## config.mk

```make
export PLATFORM = sky130hd
export DESIGN_NAME = amo_resv_shim
export DESIGN_NICKNAME = d
export VERILOG_FILES = /design/src/rtl/amo_resv_shim.sv
export SDC_FILE = /design/constraint.sdc
export NUM_CORES = 1
export LEC_CHECK = 0
export BUFFER_PORTS_ARGS = -buffer_cell sky130_fd_sc_hd__buf_4
export CELL_PAD_IN_SITES_DETAIL_PLACEMENT = 0
export CELL_PAD_IN_SITES_GLOBAL_PLACEMENT = 1
export CORE_MARGIN = 3
export CORE_UTILIZATION = 27
export CTS_BUF_LIST = sky130_fd_sc_hd__clkbuf_4
export DETAILED_ROUTE_END_ITERATION = 10
export GPL_TIMING_DRIVEN = 0
export PLACE_DENSITY_LB_ADDON = 0.1
export SYNTH_ARGS = -nofsm -noshare
export SYNTH_HDL_FRONTEND = slang
export SYNTH_SLANG_ARGS = --single-unit
export TNS_END_PERCENT = 10
```

## constraint.sdc

```tcl
create_clock -name clk_i -period 13.2 [get_ports clk_i]
set_clock_uncertainty 0.15 [all_clocks]
set_input_delay 1.32 -clock clk_i [delete_from_list [all_inputs] [get_ports clk_i]]
set_output_delay 1.32 -clock clk_i [all_outputs]
set_load 0.05 [all_outputs]
```

## src/rtl/amo_resv_shim.sv

```systemverilog
// AMO / LR-SC shim placed in front of one single-ported SRAM bank.
// Plain loads and stores pass straight through. An AMO takes two cycles:
// a read in Idle, then a read-modify-write commit in DoAMO.
// LR/SC reservations are kept in a table with one entry per requester ID.
module amo_resv_shim #(
    parameter int unsigned AddrMemWidth = 32,
    parameter int unsigned DataWidth    = 64,
    parameter int unsigned NumCores     = 8,
    parameter int unsigned IdWidth      = $clog2(NumCores)
) (
    input  logic                    clk_i,
    input  logic                    rst_i,
    input  logic                    in_req_i,
    output logic                    in_gnt_o,
    input  logic [AddrMemWidth-1:0] in_add_i,
    input  logic [3:0]              in_amo_i,
    input  logic                    in_wen_i,
    input  logic [DataWidth-1:0]    in_wdata_i,
    input  logic [DataWidth/8-1:0]  in_be_i,
    input  logic [IdWidth-1:0]      in_id_i,
    output logic                    in_rvalid_o,
    output logic [DataWidth-1:0]    in_rdata_o,
    output logic                    out_req_o,
    output logic [AddrMemWidth-1:0] out_add_o,
    output logic                    out_wen_o,
    output logic [DataWidth-1:0]    out_wdata_o,
    output logic [DataWidth/8-1:0]  out_be_o,
    input  logic [DataWidth-1:0]    out_rdata_i
);

    localparam int unsigned BeWidth = DataWidth / 8;

    localparam logic [3:0] AMO_NONE = 4'h0;
    localparam logic [3:0] AMO_SWAP = 4'h1;
    localparam logic [3:0] AMO_ADD  = 4'h2;
    localparam logic [3:0] AMO_AND  = 4'h3;
    localparam logic [3:0] AMO_OR   = 4'h4;
    localparam logic [3:0] AMO_XOR  = 4'h5;
    localparam logic [3:0] AMO_MAX  = 4'h6;
    localparam logic [3:0] AMO_MAXU = 4'h7;
    localparam logic [3:0] AMO_MIN  = 4'h8;
    localparam logic [3:0] AMO_MINU = 4'h9;
    localparam logic [3:0] AMO_CAS  = 4'hA;
    localparam logic [3:0] AMO_LR   = 4'hB;
    localparam logic [3:0] AMO_SC   = 4'hC;

    typedef enum logic {ST_IDLE, ST_DOAMO} state_e;

    // Place a 32-bit word into the selected half of the bank word, zeroing the other half.
    function automatic logic [DataWidth-1:0] place_word(input logic [31:0] word, input logic upper);
        logic [DataWidth-1:0] res;
        res = '0;
        if (upper && (DataWidth == 64)) res[DataWidth-1 -: 32] = word;
        else                            res[31:0] = word;
        return res;
    endfunction

    // Byte enables covering the selected 32-bit word.
    function automatic logic [BeWidth-1:0] word_be(input logic upper);
        logic [BeWidth-1:0] res;
        res = '0;
        if (upper && (DataWidth == 64)) res[BeWidth-1 -: 4] = 4'hF;
        else                            res[3:0] = 4'hF;
        return res;
    endfunction

    // 32-bit AMO ALU. Unsigned ordering comes from the borrow of a 33-bit subtraction.
    function automatic logic [31:0] amo_alu(input logic [3:0] op, input logic [31:0] old_w,
                                            input logic [31:0] opnd, input logic [31:0] swap_w);
        logic signed [31:0] s_old;
        logic signed [31:0] s_opnd;
        logic [32:0]        diff;
        logic               lt_s;
        logic               lt_u;
        logic [31:0]        res;
        s_old  = old_w;
        s_opnd = opnd;
        diff   = {1'b0, old_w} - {1'b0, opnd};
        lt_u   = diff[32];
        lt_s   = (s_old < s_opnd);
        case (op)
            AMO_SWAP: res = opnd;
            AMO_ADD:  res = old_w + opnd;
            AMO_AND:  res = old_w & opnd;
            AMO_OR:   res = old_w | opnd;
            AMO_XOR:  res = old_w ^ opnd;
            AMO_MAX:  res = lt_s ? opnd : old_w;
            AMO_MAXU: res = lt_u ? opnd : old_w;
            AMO_MIN:  res = lt_s ? old_w : opnd;
            AMO_MINU: res = lt_u ? old_w : opnd;
            AMO_CAS:  res = (old_w == opnd) ? swap_w : old_w;
            default:  res = old_w;
        endcase
        return res;
    endfunction

    state_e                  r_state;
    state_e                  w_next_state;
    logic [3:0]              r_amo_op;
    logic [AddrMemWidth-1:0] r_addr;
    logic [31:0]             r_operand;
    logic [31:0]             r_swap;
    logic                    r_upper;
    logic                    r_rvalid;
    logic                    r_sc_rsp;
    logic                    r_sc_fail;
    logic                    r_sc_upper;
    logic [NumCores-1:0]     r_resv_vld;
    logic [AddrMemWidth-1:0] r_resv_addr [NumCores];

    logic                    w_sel_upper;
    logic [31:0]             w_wd_hi;
    logic [31:0]             w_wd_sel;
    logic [31:0]             w_opnd_in;
    logic [31:0]             w_old_word;
    logic [31:0]             w_alu_res;
    logic                    w_is_amo;
    logic                    w_sc_ok;
    logic                    w_amo_start;
    logic                    w_resv_set;
    logic                    w_sc_go;
    logic                    w_commit;
    logic [AddrMemWidth-1:0] w_commit_addr;

    generate
        if (DataWidth == 64) begin : g_dw64
            assign w_sel_upper = in_be_i[4];
            assign w_wd_hi     = in_wdata_i[DataWidth-1 -: 32];
            assign w_old_word  = r_upper ? out_rdata_i[DataWidth-1 -: 32] : out_rdata_i[31:0];
        end else begin : g_dw32
            assign w_sel_upper = 1'b0;
            assign w_wd_hi     = 32'h0;
            assign w_old_word  = out_rdata_i[31:0];
        end
    endgenerate

    assign w_is_amo    = (in_amo_i >= AMO_SWAP) && (in_amo_i <= AMO_CAS);
    assign w_wd_sel    = w_sel_upper ? w_wd_hi : in_wdata_i[31:0];
    assign w_opnd_in   = (in_amo_i == AMO_CAS) ? in_wdata_i[31:0] : w_wd_sel;
    assign w_sc_ok     = r_resv_vld[in_id_i] && (r_resv_addr[in_id_i] == in_add_i);
    assign w_alu_res   = amo_alu(r_amo_op, w_old_word, r_operand, r_swap);
    assign in_rvalid_o = r_rvalid;

    // FSM state register.
    always_ff @(posedge clk_i) begin
        if (rst_i) r_state <= ST_IDLE;
        else       r_state <= w_next_state;
    end

    // Next state, handshake and SRAM port steering; SC/LR/store side effects decoded here.
    always_comb begin
        w_next_state  = r_state;
        in_gnt_o      = 1'b0;
        out_req_o     = 1'b0;
        out_add_o     = in_add_i;
        out_wen_o     = in_wen_i;
        out_wdata_o   = in_wdata_i;
        out_be_o      = in_be_i;
        w_amo_start   = 1'b0;
        w_resv_set    = 1'b0;
        w_sc_go       = 1'b0;
        w_commit      = 1'b0;
        w_commit_addr = in_add_i;
        case (r_state)
            ST_IDLE: begin
                in_gnt_o  = in_req_i;
                out_req_o = in_req_i;
                if (in_req_i) begin
                    if (w_is_amo) begin
                        out_wen_o    = 1'b0;
                        w_amo_start  = 1'b1;
                        w_next_state = ST_DOAMO;
                    end else if (in_amo_i == AMO_LR) begin
                        out_wen_o  = 1'b0;
                        w_resv_set = 1'b1;
                    end else if (in_amo_i == AMO_SC) begin
                        w_sc_go = 1'b1;
                        if (w_sc_ok) begin
                            out_wen_o = 1'b1;
                            w_commit  = 1'b1;
                        end else begin
                            out_req_o = 1'b0;
                        end
                    end else if (in_wen_i) begin
                        w_commit = 1'b1;
                    end
                end
            end
            ST_DOAMO: begin
                // A reset landing on the commit cycle must keep the write off the bank.
                out_req_o     = !rst_i;
                out_wen_o     = 1'b1;
                out_add_o     = r_addr;
                out_wdata_o   = place_word(w_alu_res, r_upper);
                out_be_o      = word_be(r_upper);
                w_commit      = !rst_i;
                w_commit_addr = r_addr;
                w_next_state  = ST_IDLE;
            end
            default: w_next_state = ST_IDLE;
        endcase
    end

    // Response data: old word during the AMO commit, SC status after an SC, else SRAM data.
    always_comb begin
        in_rdata_o = out_rdata_i;
        if (r_state == ST_DOAMO) in_rdata_o = place_word(w_old_word, r_upper);
        else if (r_sc_rsp)       in_rdata_o = place_word({31'h0, r_sc_fail}, r_sc_upper);
    end

    // Control registers: response valid, pending SC status and the latched opcode.
    always_ff @(posedge clk_i) begin
        if (rst_i) begin
            r_rvalid <= 1'b0;
            r_sc_rsp <= 1'b0;
            r_amo_op <= AMO_NONE;
        end else begin
            r_rvalid <= in_req_i && in_gnt_o;
            r_sc_rsp <= w_sc_go;
            if (w_amo_start)               r_amo_op <= in_amo_i;
            else if (r_state == ST_DOAMO)  r_amo_op <= AMO_NONE;
        end
    end

    // AMO operands and SC status capture; data only, so no reset.
    always_ff @(posedge clk_i) begin
        if (w_amo_start) begin
            r_addr    <= in_add_i;
            r_operand <= w_opnd_in;
            r_swap    <= w_wd_hi;
            r_upper   <= (in_amo_i == AMO_CAS) ? 1'b0 : w_sel_upper;
        end
        if (w_sc_go) begin
            r_sc_fail  <= !w_sc_ok;
            r_sc_upper <= w_sel_upper;
        end
    end

    // Reservation table: committed writes kill matching entries; an LR set, issued later, wins for its own ID.
    always_ff @(posedge clk_i) begin
        if (rst_i) begin
            r_resv_vld <= '0;
        end else begin
            for (int i = 0; i < NumCores; i++) begin
                if (w_commit && r_resv_vld[i] && (r_resv_addr[i] == w_commit_addr)) r_resv_vld[i] <= 1'b0;
            end
            if (w_resv_set) begin
                r_resv_vld[in_id_i]  <= 1'b1;
                r_resv_addr[in_id_i] <= in_add_i;
            end
        end
    end

endmodule
```

Word level (Yosys, flattened, before mapping) --
Memory sizes are Yosys's and may differ from the RTL's. Index checks and enable logic that the tools add are counted.
Cells by class: add/subtract/negate cells 2, magnitude comparators 5, eq/ne operators 23, multiplexer cells 80, bitwise gates (word level) 5, reduce and logical (&&, ||, !) cells 23
Operators by type and width (count):
- 32-bit two-way mux | 13
- 32-bit equality test | 10
- 32-bit one-hot mux with 10 select lines | 1
- 64-bit two-way mux | 3
- 1-bit two-way mux | 51
- 32-bit by 32-bit subtractor with 33-bit output | 1
- 32-bit adder | 1
- 32-bit AND | 1
- 32-bit less-than comparator | 1
- 32-bit bitwise OR | 1
- 32-bit bitwise XOR | 1
- 4-bit equality test (second input constant) | 6
- 1-bit logical AND | 20
- 4-bit by 3-bit equality test with 1-bit output (second input constant) | 4
- 4-bit two-way mux | 4
- 8-bit two-way mux | 2
- 4-bit by 2-bit equality test with 1-bit output (second input constant) | 2
- 8-bit bitwise OR | 1
- 1-bit one-hot mux with 2 select lines | 4
- 4-bit by 1-bit equality test with 1-bit output (second input constant) | 1
- 4-bit by 1-bit greater-or-equal comparator with 1-bit output (second input constant) | 1
- 4-bit less-or-equal comparator (second input constant) | 1
- 3-bit by 4-bit less-than comparator with 1-bit output (second input constant) | 1
- 1-bit binary-select mux with 3-bit select | 1
- 5 further kinds | 6
Word-level totals: flip-flop bits (word level) 114, memory bits (writable) 256, bits of input ports 179, output and inout bits 172, word-level logic and storage cells 150, memories kept 1
Memory list:
- r_resv_addr | words 8, bits a word 32, read ports 9, clocked after Yosys merged registers in 0, write ports 1, line 109 | logic [AddrMemWidth-1:0] r_resv_addr [NumCores];

Depth between registers and ports, before layout --
depth after elaboration 15, depth in mapped cells 19

Worst setup path before layout --
Ideal clock, no wire load.
path kind reg2out, from register r_upper, to output out_wdata_o[35], data arrival time 5.439 ns, path slack 6.291 ns, cell stages (with the launch flop) 16, path buffers 5, cell sequence edfxtp_1 > clkbuf_1 > buf_1 > clkbuf_1 > mux2_2 > inv_1 > ha_1 > buf_2 > nor4_1 > nand4_1 > nor3_1 > clkbuf_1 > a22oi_1 > nand3_1 > a221oi_1 > o32ai_1
Between the ends: longest elaborated chain between the ends 6
Ends and longest elaborated chain:
- start: declaration | line 103 | logic r_upper;
- start signal: assignment | line 231 | r_upper <= (in_amo_i == AMO_CAS) ? 1'b0 : w_sel_upper;
- 32-bit two-way mux | line 129 | assign w_old_word = r_upper ? out_rdata_i[DataWidth-1 -: 32] : out_rdata_i[31:0];
- 32-bit by 32-bit subtractor with 33-bit output, or another cell as far along | line 78 | diff = {1'b0, old_w} - {1'b0, opnd};
- 32-bit two-way mux (on tied branches)
- 32-bit one-hot mux with 10 select lines | line 81 | case (op)
- 32-bit two-way mux * | line 53 | if (upper && (DataWidth == 64)) res[DataWidth-1 -: 32] = word;
- 64-bit two-way mux * | line 164 | case (r_state)
- end: declaration | line 26 | output logic [DataWidth-1:0] out_wdata_o,
Mark *: on every way between the ends. The rest lies on a longest branch, timed or not.

Worst setup path in the final report --
from register r_upper, to output out_wdata_o[41]
Same word-level chain as after synthesis.

==> impl_metrics.env <==
export IMPL_syn_nets=2695
export IMPL_period_share=0.8711
export IMPL_syn_inst=2419
export IMPL_grt_start_max_net_pins=32
export IMPL_power_density_nw_per_um2=114.8
export IMPL_synth_top_family_by_area="compound AO/OA/AOI/OAI gates"
export IMPL_fmax_mhz=86.97
export IMPL_status="complete, but fails checks"
export IMPL_cts_htree_levels=3
export IMPL_arrival_ns=10.03
export IMPL_critPathKind="reg2out"
export IMPL_timing_rr_start="r_state"
export IMPL_wl_per_cell_um=33.88
export IMPL_slew_violations=24
export IMPL_place_congestion=0.9689
export IMPL_crit_path_start="r_upper"
export IMPL_grt_pass1_vias=23340
export IMPL_area_growth_pct=24.49
export IMPL_clock_sinks=370
export IMPL_yosys_area_share_simple=0.1291
export IMPL_busiest_layer="met1"
export IMPL_rows=111
export IMPL_netlist_area_um2=25260
export IMPL_grt_met1_usage=0.4329
export IMPL_r2r_end="r_resv_vld[0]"
export IMPL_synth_edff_count=355
export IMPL_clk_path_buf_depth=3
export IMPL_ctsResizeCount=0
export IMPL_antenna_found_initial=13
export IMPL_tightest_slew_ns=1.572
export IMPL_violations="capacitance limit, slew limit"
export IMPL_crit_fanout=10
export IMPL_ctsHoldBuffers=0
export IMPL_cts_root_buf="clkbuf_4"
export IMPL_synthArstFlopShare=0
export IMPL_p_total_mw=3.609
export IMPL_cts_clk_slew_worst_paths_ns=0.06
export IMPL_numCtsBuffers=110
export IMPL_place_hpwl_um=111000
export IMPL_start_kind="flop"
export IMPL_clock_latency_ns=0.99
export IMPL_routed_via_density=5.624
export IMPL_layout_drive_gt1_share=0.2397
export IMPL_synth_xor_area_share=0.1050
export IMPL_grt_setup_unrepaired="no"
export IMPL_track_usage=0.2860
export IMPL_die_y_um=311.9
export IMPL_drt_wl_total_um=144300
export IMPL_synth_mux_area_frac=0.07871
export IMPL_tns_ns=0
export IMPL_endpoint_kind="primary output"
export IMPL_grt_met2_usage=0.3936
export IMPL_ff2ff_path_depth=9
export IMPL_r2r_slack_ns=7.76
export IMPL_ioPinCount=351
export IMPL_ir_worst_vdd_uv=57.49
export IMPL_synthDistinctLibCells=93
export IMPL_fp_coreArea_um2=92220
export IMPL_use_met3=0.08459
export IMPL_dp_slack_ns=3.110
export IMPL_die_area_um2=97260
export IMPL_cts_setup_buffers=0
export IMPL_cts_tree="done"
export IMPL_hold_class="reg2reg"
export IMPL_yosys_register_bits=370
export IMPL_io_buffers=348
export IMPL_firstDrtPassIters=6
export IMPL_synthFlopType="edfxtp_1"
export IMPL_drt_iter0_markers=2963
export IMPL_grt_overflow_total=0
export IMPL_fin_nets=3187
export IMPL_die_w_um=311.9
export IMPL_final_antenna_net_count=0
export IMPL_cp_endpoint="out_wdata_o[41]"
export IMPL_finalHoldViolations=0
export IMPL_maxCapViolCount=3
export IMPL_grt_pass1_wl_um=194500
export IMPL_setup_viol=0
export IMPL_vias=23950
export IMPL_drcViolationCount=0
export IMPL_yosys_warnings=0
export IMPL_yosysSeqAreaShare=0.4339
export IMPL_period_needed_ns=11.50
export IMPL_finalWorstSetupSlack_ns=1.701
export IMPL_slew_headroom=-0.05785
export IMPL_syn_avg_cell_area_um2=10.44
export IMPL_start_util=0.2739
export IMPL_synthAdderAreaFrac=0.04835
export IMPL_synth_compound_area_frac=0.1588
export IMPL_worst_endpoint_required_ns=11.73
export IMPL_power_leakage_nw=11.63
-- area by class of cell --
| class | instances | area [µm²] |
|---|---|---|
| Fill cell | 9643 | 60770 |
| Sequential cell | 370 | 10960 |
| Inverter | 144 | 540.5 |
| Timing Repair Buffer | 380 | 3063 |
| Multi-Input combinational cell | 1763 | 13240 |
| Clock buffer | 165 | 1239 |
| Antenna cell | 15 | 37.54 |
| Buffer | 142 | 633.1 |
| Clock inverter | 36 | 181.4 |
| Tap cell | 1243 | 1555 |
-- registers in the layout, indices dropped and copies added (netlist names), 4 cells and up --
name	cells
r_addr	32
r_amo_op	4
r_operand	32
r_resv_addr	256
r_resv_vld	8
r_swap	32
-- worst max-delay path, cell delays in order, from the launching register on --
cell	delay [ns]
edfxtp_1	0.35
clkbuf_2	0.63
buf_1	1.08
clkbuf_2	0.74
mux2i_1	0.46
ha_1	0.31
clkbuf_1	0.21
nor4_2	0.55
nand2_1	0.20
a21o_1	0.23
and4_1	0.20
buf_4	0.19
xnor2_2	0.21
o21ai_1	0.49
buf_2	0.62
nand3_2	0.64
a221oi_1	1.24
nor2_1	0.34
buf_4	0.30
-- stage by stage --
stage | util | std cells | area [µm²] | hold slack (ns)
global placement | 0.3191 | 4010 | 29430 | 0.3095
CTS | 0.3401 | 4240 | 31370 | 0.2902
finish | 0.3410 | 4258 | 31450 | 0.3255
detailed placement | 0.3247 | 4039 | 29950 | 0.3098
global route | 0.3408 | 4250 | 31430 | 0.3123
floorplan | - | 2419 | 25260 | 0.2939
-- power breakdown --
part	internal, mW	total, mW	switching (mW)
clock	0.589	1.17	0.578
sequential	1.31	1.33	0.0142
combinational	0.330	1.12	0.787
total	2.23	3.61	1.38
-- worst min-delay path by stage --
stage	start	end	slack, ns	depth (start not counted)
floorplan	r_resv_vld[5]	r_resv_vld[5]	0.29	1
global placement	r_resv_vld[1]	r_resv_vld[1]	0.31	1
detailed placement	r_resv_vld[5]	r_resv_vld[5]	0.31	1
CTS	in_wdata_i[35]	r_swap[3]	0.29	1
global route	in_wdata_i[38]	r_swap[6]	0.31	1
finish	r_resv_vld[5]	r_resv_vld[5]	0.33	1
-- synthesized netlist by cell type (13+ instances only) --
master | number | area share
nor2b_1 | 15 | 0.0037
nor3_1 | 34 | 0.0067
a221o_1 | 17 | 0.0067
o22ai_1 | 13 | 0.0032
a221oi_1 | 29 | 0.010
dfxtp_1 | 15 | 0.012
a21oi_1 | 95 | 0.019
mux2_2 | 30 | 0.013
a31oi_1 | 40 | 0.0099
edfxtp_1 | 355 | 0.42
inv_1 | 141 | 0.021
o2111ai_1 | 23 | 0.0080
buf_2 | 45 | 0.0089
ha_1 | 96 | 0.048
mux2i_1 | 103 | 0.041
o2bb2ai_1 | 14 | 0.0049
mux4_2 | 27 | 0.024
clkbuf_1 | 78 | 0.012
nor2_1 | 98 | 0.015
o31ai_1 | 13 | 0.0039
a22oi_1 | 36 | 0.011
nand3_1 | 51 | 0.010
o32ai_1 | 25 | 0.0087
and2_1 | 67 | 0.017
nand2_1 | 201 | 0.030
nand4_1 | 32 | 0.0079
xnor2_1 | 279 | 0.097
xor2_1 | 20 | 0.0069
o21ai_0 | 89 | 0.018
nor4_1 | 84 | 0.021
a21o_1 | 32 | 0.0095
o211ai_1 | 16 | 0.0048
-- per-layer routing --
| layer | vias to the layer above | wire, µm |
|---|---|---|
| met5 | - | 35 |
| met4 | 6 | 3344 |
| met3 | 179 | 14780 |
| met2 | 1396 | 57710 |
| met1 | 12210 | 68390 |
| li1 | 10160 | - |
-- layout by cell type, fill, tap and decap left out, drive strengths merged, types with 89 or more instances in the layout --
master	Yosys	routed
inv	143	146
nor2	98	98
buf	64	444
clkbuf	78	243
mux2i	103	103
a21oi	95	95
edfxtp	355	355
nand2	201	201
nor4	89	89
xnor2	281	281
ha	96	96
o21ai	97	97
-- cells by family (layout without fill, tap and decap cells) --
logic type,Yosys count,in the layout
xor+xnor,301,301
other cells,0,15
mux,161,161
buf+inv,286,867
compound gates,561,561
simple gates,643,643
flops,370,370
fa+ha+maj,97,97
(Power assumes the default switching activity.)
